--- src/rtl/ir_queue.sv ---
// Instruction queue: DEPTH-entry circular buffer of instruction words with
// combinational LC-3b field decode of the head entry.
module ir_queue #(
  parameter int unsigned DEPTH  = 4,
  parameter int unsigned WIDTH  = 16,
  localparam int unsigned CountW = $clog2(DEPTH + 1),
  localparam int unsigned AddrW  = $clog2(DEPTH)
) (
  input  logic              clk,
  input  logic              reset,
  input  logic              flush,
  input  logic              in_valid,
  input  logic [WIDTH-1:0]  in,
  output logic              in_ready,
  output logic              out_valid,
  input  logic              out_ready,
  output logic [CountW-1:0] count,
  output logic [3:0]        opcode,
  output logic [2:0]        dest,
  output logic [2:0]        src1,
  output logic [2:0]        src2,
  output logic [5:0]        offset6,
  output logic [8:0]        offset9,
  output logic [10:0]       offset11,
  output logic [4:0]        imm5,
  output logic              imm5_enable,
  output logic              offset11_enable
);

  logic [WIDTH-1:0]  mem_q [DEPTH];
  logic [AddrW-1:0]  rd_ptr_q, rd_ptr_d;
  logic [AddrW-1:0]  wr_ptr_q, wr_ptr_d;
  logic [CountW-1:0] count_q, count_d;
  logic              enq, deq;
  logic [15:0]       head;

  // in_ready deliberately ignores out_ready: a full queue never accepts.
  assign in_ready  = (count_q < CountW'(DEPTH));
  assign out_valid = (count_q != '0);
  assign count     = count_q;
  assign enq       = in_valid && in_ready;
  assign deq       = out_valid && out_ready;

  always_comb begin
    rd_ptr_d = rd_ptr_q;
    wr_ptr_d = wr_ptr_q;
    count_d  = count_q;
    if (flush) begin
      rd_ptr_d = '0;
      wr_ptr_d = '0;
      count_d  = '0;
    end else begin
      if (enq) wr_ptr_d = wr_ptr_q + AddrW'(1);
      if (deq) rd_ptr_d = rd_ptr_q + AddrW'(1);
      unique case ({enq, deq})
        2'b10:   count_d = count_q + CountW'(1);
        2'b01:   count_d = count_q - CountW'(1);
        default: count_d = count_q;
      endcase
    end
  end

  always_ff @(posedge clk) begin
    if (reset) begin
      rd_ptr_q <= '0;
      wr_ptr_q <= '0;
      count_q  <= '0;
    end else begin
      rd_ptr_q <= rd_ptr_d;
      wr_ptr_q <= wr_ptr_d;
      count_q  <= count_d;
    end
  end

  // Storage is never reset; stale entries are masked by out_valid below.
  always_ff @(posedge clk) begin
    if (enq && !flush && !reset) begin
      mem_q[wr_ptr_q] <= in;
    end
  end

  assign head = out_valid ? mem_q[rd_ptr_q][15:0] : 16'h0000;

  assign opcode          = head[15:12];
  assign dest            = head[11:9];
  assign src1            = head[8:6];
  assign src2            = head[2:0];
  assign offset6         = head[5:0];
  assign offset9         = head[8:0];
  assign offset11        = head[10:0];
  assign imm5            = head[4:0];
  assign imm5_enable     = head[5];
  assign offset11_enable = head[11];

endmodule

--- config.mk ---
export PLATFORM = sky130hd
export DESIGN_NAME = ir_queue
export DESIGN_NICKNAME = d
export VERILOG_FILES = /design/src/rtl/ir_queue.sv
export SDC_FILE = /design/constraint.sdc
export NUM_CORES = 1
export LEC_CHECK = 0
export BUFFER_PORTS_ARGS = -buffer_cell sky130_fd_sc_hd__buf_2
export CAP_MARGIN = 10
export CELL_PAD_IN_SITES_DETAIL_PLACEMENT = 2
export CELL_PAD_IN_SITES_GLOBAL_PLACEMENT = 2
export CORE_MARGIN = 5
export CORE_UTILIZATION = 40
export CTS_BUF_LIST = sky130_fd_sc_hd__clkbuf_16
export DETAILED_ROUTE_END_ITERATION = 10
export GPL_TIMING_DRIVEN = 0
export PLACE_DENSITY_LB_ADDON = 0.15
export RECOVER_POWER = 100
export SYNTH_ARGS = -nofsm -noshare
export SYNTH_HDL_FRONTEND = slang
export SYNTH_SLANG_ARGS = --single-unit
export TNS_END_PERCENT = 5
--- constraint.sdc ---
create_clock -name clk -period 6 [get_ports clk]
set_clock_uncertainty 0.05 [all_clocks]
set_input_delay 0.6 -clock clk [delete_from_list [all_inputs] [get_ports clk]]
set_output_delay 0.6 -clock clk [all_outputs]
set_load 0.01 [all_outputs]
### After elaboration in Yosys (flattened, before gate mapping)

Memory sizes are Yosys's and may differ from the RTL's. A register that Yosys moved wholly into a read port is not among the register bits.
Index checks and enable logic that the tools add are counted.

| word-level totals | value |
|---|---|
| bits in registers | 7 |
| memory bits (writable) | 64 |
| output and inout bits | 51 |
| memories | 1 |

Memories:

| name | depth | width | rd ports | clocked after memory_dff | write ports | RTL line | text |
|---|---|---|---|---|---|---|---|
| mem_q | 4 | 16 | 1 | 1 | 1 | 30 | `logic [WIDTH-1:0] mem_q [DEPTH];` |

| operators by class | value |
|---|---|
| add/subtract/negate cells | 4 |
| $lt $le $gt $ge | 1 |
| eq/ne operators | 2 |
| mux-type cells | 6 |
| reduce and logical (&&, ||, !) cells | 9 |

Operators with widths:

| operator | number |
|---|---|
| two-way mux 16 bit | 1 |
| one-hot mux 3 bit (2 select lines) | 1 |
| adder 2 x 1 -> 2 bit (second input constant) | 2 |
| logical AND 1 bit | 4 |
| two-way mux 2 bit | 2 |
| adder 3 x 1 -> 3 bit (second input constant) | 1 |
| less-than comparator 3 bit (second input constant) | 1 |
| nonzero test 3 bit | 1 |
| subtractor 3 x 1 -> 3 bit (second input constant) | 1 |
| equality test 2 x 1 -> 1 bit (second input constant) | 1 |
| equality test 2 bit (second input constant) | 1 |
| logical NOT 1 bit | 2 |
| two-way mux 1 bit | 2 |
| nonzero test 2 bit | 1 |
| OR reduction 2 bit | 1 |

### Longest topological paths before layout

Gate-level depths: netlist (run 1).

| logic depth | value |
|---|---|
| depth after elaboration | 6 |
| gate-level depth with buffers | 9 |
| gate-level depth less buffers | 8 |

### Worst setup path after synthesis (run 1)

No wires, ideal clock.

| path | value |
|---|---|
| path type | input to register |
| start point | input in_valid |
| end point | register count_q[2] (netlist: count[2]) |
| library setup time | 70 ps |
| arrival time | 2078 ps |
| required time | 5880 ps |
| setup slack | 3802 ps |
| cell stages on the path | 9 |
| cell sequence | nor2b_1 -> clkbuf_1 -> inv_1 -> ha_1 -> inv_1 -> fa_1 -> xor2_1 -> or3_1 -> a21oi_1 |

| on the way | value |
|---|---|
| cells in the longest elaborated chain, start to end | 3 |
| elaborated cells between the ends (all ways) | 5 |

RTL lines:

| what | RTL line | text |
|---|---|---|
| start, declared | 12 | `input logic in_valid,` |
| logical AND 1 bit * | 41 | `assign enq = in_valid && in_ready;` |
| equality test 2 x 1 -> 1 bit / equality test 2 bit (equally long branches) | 55 | `unique case ({enq, deq})` |
| one-hot mux 3 bit (2 select lines) / nonzero test 2 bit (equally long branches) | n/a |  |
| end signal, assigned | 71 | `count_q <= count_d;` |
| end, declared | 33 | `logic [CountW-1:0] count_q, count_d;` |

Every way passes the cells marked *; elsewhere a longest branch is shown, timed or not.
A chain may end at the register's enable or synchronous reset.

### Final worst setup path (run 1)

| path | value |
|---|---|
| start point | register count_q[0] (netlist: count[0]) |
| end point | output src1[0] |

| on the way | value |
|---|---|
| cells in the longest elaborated chain, start to end | 2 |

RTL lines:

| what | RTL line | text |
|---|---|---|
| nonzero test 3 bit | 39 | `assign out_valid = (count_q != '0);` |
| two-way mux 16 bit | 82 | `assign head = out_valid ? mem_q[rd_ptr_q][15:0] : 16'h0000;` |
| end, declared | 20 | `output logic [2:0] src1,` |

Every way passes these cells.

==> results list, run 1 <==
- The run finished with clean final reports.
* Worst hold slack: 0.451 ns
- Worst-margin pin slew: between 0.9 and 1 ns
- In this run the standard cell core region covers 7690 sq um.
- For this design the ratio of total power to cell area is 303 nW/um^2.
- Launching element type of the critical path: register
- The later pin in the worst-skew pair is clocked with a latency of 0.32 ns.
- After the first detailed-routing iteration, the DRC count stood at 98.
- Of the total power, the share spent switching nets is 0.237.
* Primary FF master, synth: sky130_fd_sc_hd__edfxtp_1
- Weighted congestion at the end of routability-driven global placement: 0.725
- Vias per inst: 4.76
- Fraction of registers with async set/reset: 0
- Classification of the worst-slack hold path: register to register
- Flop2flop setup slack: between 3 and 4 ns
- Area grow syn2layout: 21.9%
- Utilization of the core after routing: 0.497
- Final antenna diode count: 0
- Setup repair after global routing left no endpoint under its margin.
- IR analysis of the VDD net gives a maximum drop of between 0.00015 and 0.0002 V.
- Number of buffers inserted by hold repair at cts: 0
- The final-report hold violation count was 0.
- For this configuration, the core starts out at a cell density of 0.408.
* Met2 routed WL: 3.76 mm
* 1st-pass router iterations: 4
* Comb pwr share: 0.084
- DRC Markers: 0
- The initial antenna violation count came to 0.
* Die Y: 98.5 um
* Clock period minus worst slack: about 3.1 ns
- Via total after detailed routing: 1788
- Buffer type at the clock tree root: sky130_fd_sc_hd__clkbuf_16
- The worst setup path is captured at a primary output.
* Leftover overflow at the end of global routing: 0
- In this run the tool buffered the top-level ports with 71 buffer cells.
- Net count of the finished layout: 296
- Leaving out fill and tap cells, the most frequent cell in the layout is sky130_fd_sc_hd__edfxtp_1.
- MaxCap Viol Count: 0
* Setup fix buffers added after clock tree synthesis: 0
- For this block, wires on met1 add up to between 2 and 3 mm.
- Share of layout cells above drive strength 1: 0.292
- Dividing the final minimum period by the clock period gives 0.509.
* Total number of yosys warnings: 0
- The HPWL after detailed placement is 4.71 mm.
- Largest net degree at the start of global routing: 17
- Max-slew headroom at the worst pin: 0.382
* Met3 layer wire length in the routed design: around 380 um
- Leaving out fill and tap cells, the most frequent cells in the layout are sky130_fd_sc_hd__edfxtp_1 (64), sky130_fd_sc_hd__clkbuf_1 (61), sky130_fd_sc_hd__buf_4 (22).
- In this run the worst path has a maximum fanout of 10.
- In this run, synthesis produced a sequential element count of 73.
- Summed over all failing endpoints, the final setup total negative slack is 0 ns.
- Once the clock tree was built, the resizer swapped 0 gates to a different size.
- From left edge to right edge, the die measures between 90 and 100 um.
- Number of global-route vias before repair: 2050
- Post-synthesis adder-cell area fraction: 0.0263
- Counting every net in the synthesized netlist gives 214.
- Measured against the total synthesized area, the mux share comes to 0.118.
- The number of different library cells used by synthesis comes to 23.
* CTS HTree Levels: 3
* Synthesized-area fraction occupied by ao, oa, aoi and oai cells: 0.0112
* Sequential-to-total area share from yosys stat: 0.671
* Count of antenna-violating nets left after detailed routing: 0
- Post-synth EDFFs: 64
- Simple-gate share of the synthesized area: 0.0655
- Clock-pin slew reported for the worst setup and hold paths after clock tree synthesis: 0.06 ns
* Buffers from clock root to sink, at most: 2
- Int Pwr: around 0.0009 W
- Summed over all layers, the routed wires come to approximately 7.2 mm.
- Leakage dissipation: 1.34 nW
- Total standard cell area after synthesis: 3130 sq um
- The average instance in the mapped netlist occupies around 17 sq um.
- Of the total power, the clock network draws 0.431.
- Area of the die: 9710 sq um
- Setup violators final: 0
- Post-synthesis xor/xnor area fraction: 0.00838
- The setup path with the least slack is of type register to primary output.
- Data on the critical path arrives at its endpoint at ~2.4 ns.
- After technology mapping, the gate count stands at 187.
* Number of top-level pins: ~70
- Std-Cell Rows: 32
- The highest metal layer carrying signal wires in the routed design is met4.
- Global-route wire length before repair: around 12 mm
* Number of CTS-inserted buffers: 9
* TritonCTS clock tree: done
* Combinational family with the most area after synthesis: multiplexers
* Part of the power in registers: 0.485
- Across every metal layer, demand over resource in global routing totals 0.158.
- Worst path required time: between 5 and 6 ns
- Max Transition Viols Final: 0
* Power spent charging and discharging nets: 0.000274 W
* Total clock sinks: 73
- Routed len/inst: 19.2 um
- Fmax: ~330 MHz
critical path: stages (launching register included):
cell                       delay (ns)
sky130_fd_sc_hd__dfxtp_1         0.35
sky130_fd_sc_hd__nor3_1          0.36
sky130_fd_sc_hd__clkbuf_1        0.47
sky130_fd_sc_hd__clkbuf_1        0.46
sky130_fd_sc_hd__nor2b_1         0.15
sky130_fd_sc_hd__clkbuf_4        0.16
sky130_fd_sc_hd__buf_2           0.13
final cells by class:
type / count / area [sq um]
buffer: 38 / 280
clock buffer: 9 / 225
clock inverter: 7 / 52.6
fill: 752 / 3870
inverter: 8 / 30.0
multi-input combinational: 68 / 719
sequential: 73 / 2100
tap: 102 / 128
timing repair buffer: 71 / 283
synthesized netlist by cell type (3+ instances only):
cell type                  count  share of area
sky130_fd_sc_hd__and3_1        4         0.0080
sky130_fd_sc_hd__ha_1          5          0.020
sky130_fd_sc_hd__dfxtp_1       9          0.057
sky130_fd_sc_hd__nor2_1        6         0.0072
sky130_fd_sc_hd__buf_2         4         0.0064
sky130_fd_sc_hd__mux4_2       16           0.11
sky130_fd_sc_hd__buf_6         3          0.011
sky130_fd_sc_hd__a21oi_1       3         0.0048
sky130_fd_sc_hd__nor2b_1      18          0.036
sky130_fd_sc_hd__buf_4        30          0.072
sky130_fd_sc_hd__edfxtp_1     64           0.61
sky130_fd_sc_hd__inv_1         8         0.0096
sky130_fd_sc_hd__o21ai_0       4         0.0064
power by group through the flow:
stage | Combinational [W] | Sequential, W | Clock [W]
final | 0.0000967 | 0.000562 | 0.000499
after global routing | 0.000107 | 0.000562 | 0.000543
after CTS | 0.000106 | 0.000562 | 0.000515
after detailed placement | 0.000105 | 0.000573 | 0
after global placement | 0.000101 | 0.000572 | 0
after floorplan | 0.0000612 | 0.000572 | 0
state kept, by name, indices dropped and copies added (netlist names), named ones only:
| register | flops |
|---|---|
| count | 3 |
| mem_q | 64 |
| rd_ptr_q | 2 |
| wr_ptr_q | 2 |
kinds of logic (layout without fill, tap and decap cells):
logic type      Yosys count  in the layout
xor+xnor                  3              3
simple gates             35             35
mux                      17             17
flops                    73             73
fa+ha+maj                 6              6
compound gates            7              7
buf+inv                  46            133
per-layer routing:
layer  global-route usage  up-vias
met1                0.193      900
met5                    0        -
met2                0.271       54
met4               0.0588        0
li1                     -      823
met3               0.0410       11
stage by stage:
step / worst slack, ns / instance area, sq um / total power, W / std cells
floorplan: 3.80 / 3130 / 0.000633 / 187
global placement: 3.59 / 3620 / 0.000673 / 360
detailed placement: 3.55 / 3620 / 0.000677 / 360
CTS: 3.29 / 3890 / 0.00118 / 376
global route: 2.72 / 3820 / 0.00121 / 376
finish: 2.95 / 3820 / 0.00116 / 376
final timing paths:
kind	start	endpoint	depth (start not counted)
max reg2reg	count[2]$_SDFFE_PP0P_	count[2]$_SDFFE_PP0P_	9
max	count[0]$_SDFFE_PP0P_	src1[0]	6
min	rd_ptr_q[1]$_SDFFE_PP0P_	register	2
min reg2reg	rd_ptr_q[1]$_SDFFE_PP0P_	register	2
Note: power is estimated with default switching activity, not from simulation.
==> run 2, diff against run 1 <==
Settings changed: ABC_AREA from default to 1, CORE_UTILIZATION 40 to 31.
Clock period 6 ns to 2.8 ns, I/O delays scaled along.
==> run 2 against run 1 <==
Net effect: core utilization fell by 10 points; hold slack lost 0.29 ns; critical path depth grew 1; critical path type unchanged; critical endpoint is now offset11[5]; highest routed layer unchanged.
==> results list, run 2 <==
- Biggest area consumer among synthesized cells: sky130_fd_sc_hd__edfxtp_1
- The worst pin sits at a relative slew slack of 0.373.
- Setup violators final: 0
* Register with the most flip-flops: mem_q
* Utilization of the core after routing: 0.395
- At the end of routability-driven placement, the weighted congestion stood at between 0.6 and 0.7.
- Among all cell types in the netlist, the one instantiated most often is sky130_fd_sc_hd__nor2_1.
- Worst Setup End Kind: primary output
* Critical path arrival: 1.93 ns
- 1st-iter DRT viols: 50
- Average cell area after synthesis: 11.3 sq um
* Total number of yosys warnings: 0
* Number of top-level pins: between 70 and 80
- For the worst flop-to-flop path, the logic depth is 4.
- Number of buffers inserted by port buffering: just over 70
* Fmax: 442 MHz
- DRC Markers: 0
- Max Transition Viols Final: 0
* Fraction of registers with async set/reset: 0
- The worst path in the final design needs a cycle of 2.26 ns, including I/O delays and setup.
* Cts repair resizes: 0
* Synthesized flop and latch total: 73
* Cells taking the most area after synthesis: sky130_fd_sc_hd__edfxtp_1 (59%), sky130_fd_sc_hd__nor2_1 (8.7%), sky130_fd_sc_hd__buf_4 (7.7%), sky130_fd_sc_hd__dfxtp_1 (5.6%), sky130_fd_sc_hd__o21ai_1 (4.6%)
- For flop-to-flop paths, the worst setup slack is between 0.7 and 0.8 ns.
* Leading cell types in the layout, fill and taps excluded: sky130_fd_sc_hd__nor2_1 (75), sky130_fd_sc_hd__edfxtp_1 (64), sky130_fd_sc_hd__clkbuf_1 (58)
- Switching Fraction: 0.227
- The share of the Yosys chip area taken by registers is 0.649.
- In this run the remaining antenna-violating nets after routing total 0.
* Area grow syn2layout: 25.5%
- Die width: 112 um
* Largest net degree at the start of global routing: 14
* Comb pwr share: 0.097
- Clock-pin slew reported for the worst setup and hold paths after clock tree synthesis: 0.06 ns
* Leakage dissipation: between 1.5 and 2 nW
* Buffer type at the clock tree root: sky130_fd_sc_hd__clkbuf_16
* RR Startpoint: count[2]$_SDFFE_PP0P_
- # fillers: 1140
- The initial antenna violation count came to 0.
- The share of synthesized area in the top cell type comes to 0.594.
- TritonCTS built the clock tree.
- The H-tree was split into 3 levels.
- Max FO, Critical Path: 10
- Buffers from clock root to sink, at most: 2
* Classification of the worst-slack hold path: input port to register
- MaxCap Viol Count: 0
* Net count of the finished layout: 400
* Std-Cell Rows: 37
* Worst-margin pin slew: 0.937 ns
- Die Y: 112 um
- Overall global routing resource usage: 0.140
* Final HPWL from detailed placement: 6.15 mm
* Number of global-route vias before repair: approximately 2500
* Starting density of the core: 0.315
* Leftover overflow at the end of global routing: 0
* Setup CP Type: register to primary output
- Routed len/inst: 16.4 um
* Count of mapped cells out of synthesis: 287
- Counting flops with a built-in enable in the synthesized netlist gives between 60 and 70.
* Primary FF master, synth: sky130_fd_sc_hd__edfxtp_1
- The register with the most flip-flops in the layout has 64 of them.
- In this run the worst setup path begins at count[2]$_SDFFE_PP0P_.
- Total count of hold-check failures in the final report: 0
- Via total after detailed routing: 2319
- Insertion delay of the later-clocked pin in the worst-skew pair: 0.33 ns
- Hold path depth: 1
- Setup repair after global routing missed its margin: false
- The startpoint identified for the worst hold timing path is in[8].
- Number of buffers inserted by hold repair at cts: 0
* Last element of the critical path: offset11[5]
- In this run the post-CTS setup repair buffer count came out at 0.
- Int Pwr: 0.00208 W
- Area of the die: approximately 13000 sq um
- Worst reg2reg endpoint: mem_q[1][3]$_DFFE_PP_
* Number of CTS-inserted buffers: 9
- Summing internal, switching and leakage power gives 0.00270 W.
- The count of cells in the finished layout, fillers not included, comes to 514.
- Area of the core region: 10300 sq um
- Part of the power in registers: 0.447
- For the final routed database, the setup TNS stands at 0 ns.
- The run finished with clean final reports.
- Highest ir drop seen on vdd: 0.000313 V
- With fillers left out, the area of the finished cells amounts to ~4000 sq um.
- STA classifies the critical path startpoint as a register.
* Total Wirelength: 8.45 mm
* 1st-pass router iterations: 4
* Tcrit/Tclk final: 0.808
- For the worst setup path, the data required time is 2.47 ns.
- Commonest cells in the netlist: sky130_fd_sc_hd__nor2_1 (75), sky130_fd_sc_hd__edfxtp_1 (64), sky130_fd_sc_hd__buf_4 (33)
* Vias per inst: 4.51
- The number of nets in the synthesized netlist is roughly 310.
- Total standard cell area after synthesis: 3240 sq um
- Most common cell after layout, fill and taps aside: sky130_fd_sc_hd__nor2_1
* Power spent charging and discharging nets: 0.000611 W
- CTS saw 73 sinks.
- The netlist uses 18 different library cells.
* Final antenna diode count: 0
- The share of total power dissipated in the clock network is 0.455.
- The first global-routing pass estimated 13.5 mm of wire.
- In this run the cell area measured after placement is about 3800 sq um.
- Cell area power density: 663 nW/um^2
- Of the cells placed in the final design, the portion with a size suffix greater than 1 is 0.198.
- Cells after DPL: 498
[run 2: cell count changes after synthesis, moves of 8 or more]
cell and delta:
sky130_fd_sc_hd__a21oi_1 +18, sky130_fd_sc_hd__mux4_2 -16, sky130_fd_sc_hd__o21ai_1 +30, sky130_fd_sc_hd__nor2b_1 -18, sky130_fd_sc_hd__nor2_1 +69, sky130_fd_sc_hd__nand2_1 +9
sky130_fd_sc_hd__inv_1 +8
[run 2: cell type report]
cell class / count / area, sq um / area share
plain buffers: 41 / 343 / 0.0844
clock buffers: 9 / 225 / 0.0554
clock inverters: 7 / 96.3 / 0.0237
inverters: 19 / 76.3 / 0.0188
multi-input cells: 154 / 714 / 0.176
flip-flops and latches: 73 / 2100 / 0.517
well taps: 136 / 170 / 0.0419
repair buffers: 75 / 335 / 0.0825
[run 2: through the flow]
stage / setup WS (ns) / hold slack, ns
after floorplan: 0.905 / 0.329
after global placement: -0.127 / 0.420
after detailed placement: 0.494 / 0.430
after CTS: 0.544 / 0.108
after global routing: 0.311 / 0.174
final: 0.538 / 0.158
[run 2: cells by family after synthesis]
| logic type | after synthesis | synth area share |
|---|---|---|
| and+or+nand+nor | 91 | 0.108 |
| DFF | 73 | 0.649 |
| buffers and inverters | 60 | 0.129 |
| AOI/OAI and AO/OA | 57 | 0.0881 |
| adders and majority gates | 6 | 0.0255 |
[run 2: worst min path at each step]
stage / end
4_1_cts: mem_q[1][8]$_DFFE_PP_
6_report: mem_q[0][8]$_DFFE_PP_
2_1_floorplan: mem_q[0][0]$_DFFE_PP_
3_5_place_dp: count[0]$_SDFFE_PP0P_
5_1_grt: mem_q[1][8]$_DFFE_PP_
3_3_place_gp: count[0]$_SDFFE_PP0P_
[run 2: worst max-delay path: stages (launching register included)]
cell and delay (ns):
sky130_fd_sc_hd__dfxtp_1 0.32, sky130_fd_sc_hd__inv_1 0.10, sky130_fd_sc_hd__nand2_1 0.18, sky130_fd_sc_hd__inv_1 0.18, sky130_fd_sc_hd__buf_4 0.23, sky130_fd_sc_hd__a21oi_1 0.26, sky130_fd_sc_hd__buf_4 0.16, sky130_fd_sc_hd__clkbuf_1 0.15
[run 2: routing by layer]
metal | vias up | GRT usage | part of all wire
li1 | 1115 | - | -
met5 | - | 0 | 0
met1 | 1148 | 0.173 | 0.43
met4 | 0 | 0.0457 | 0.012
met2 | 44 | 0.242 | 0.52
met3 | 12 | 0.0296 | 0.033
[run 2: power groups by stage]
stage | clock (W) | sequential [W] | combinational (W)
floorplan | 0 | 0.00123 | 0.000163
global placement | 0 | 0.00123 | 0.000273
detailed placement | 0 | 0.00123 | 0.000287
CTS | 0.00125 | 0.00121 | 0.000289
global route | 0.00131 | 0.00121 | 0.000291
finish | 0.00123 | 0.00121 | 0.000262
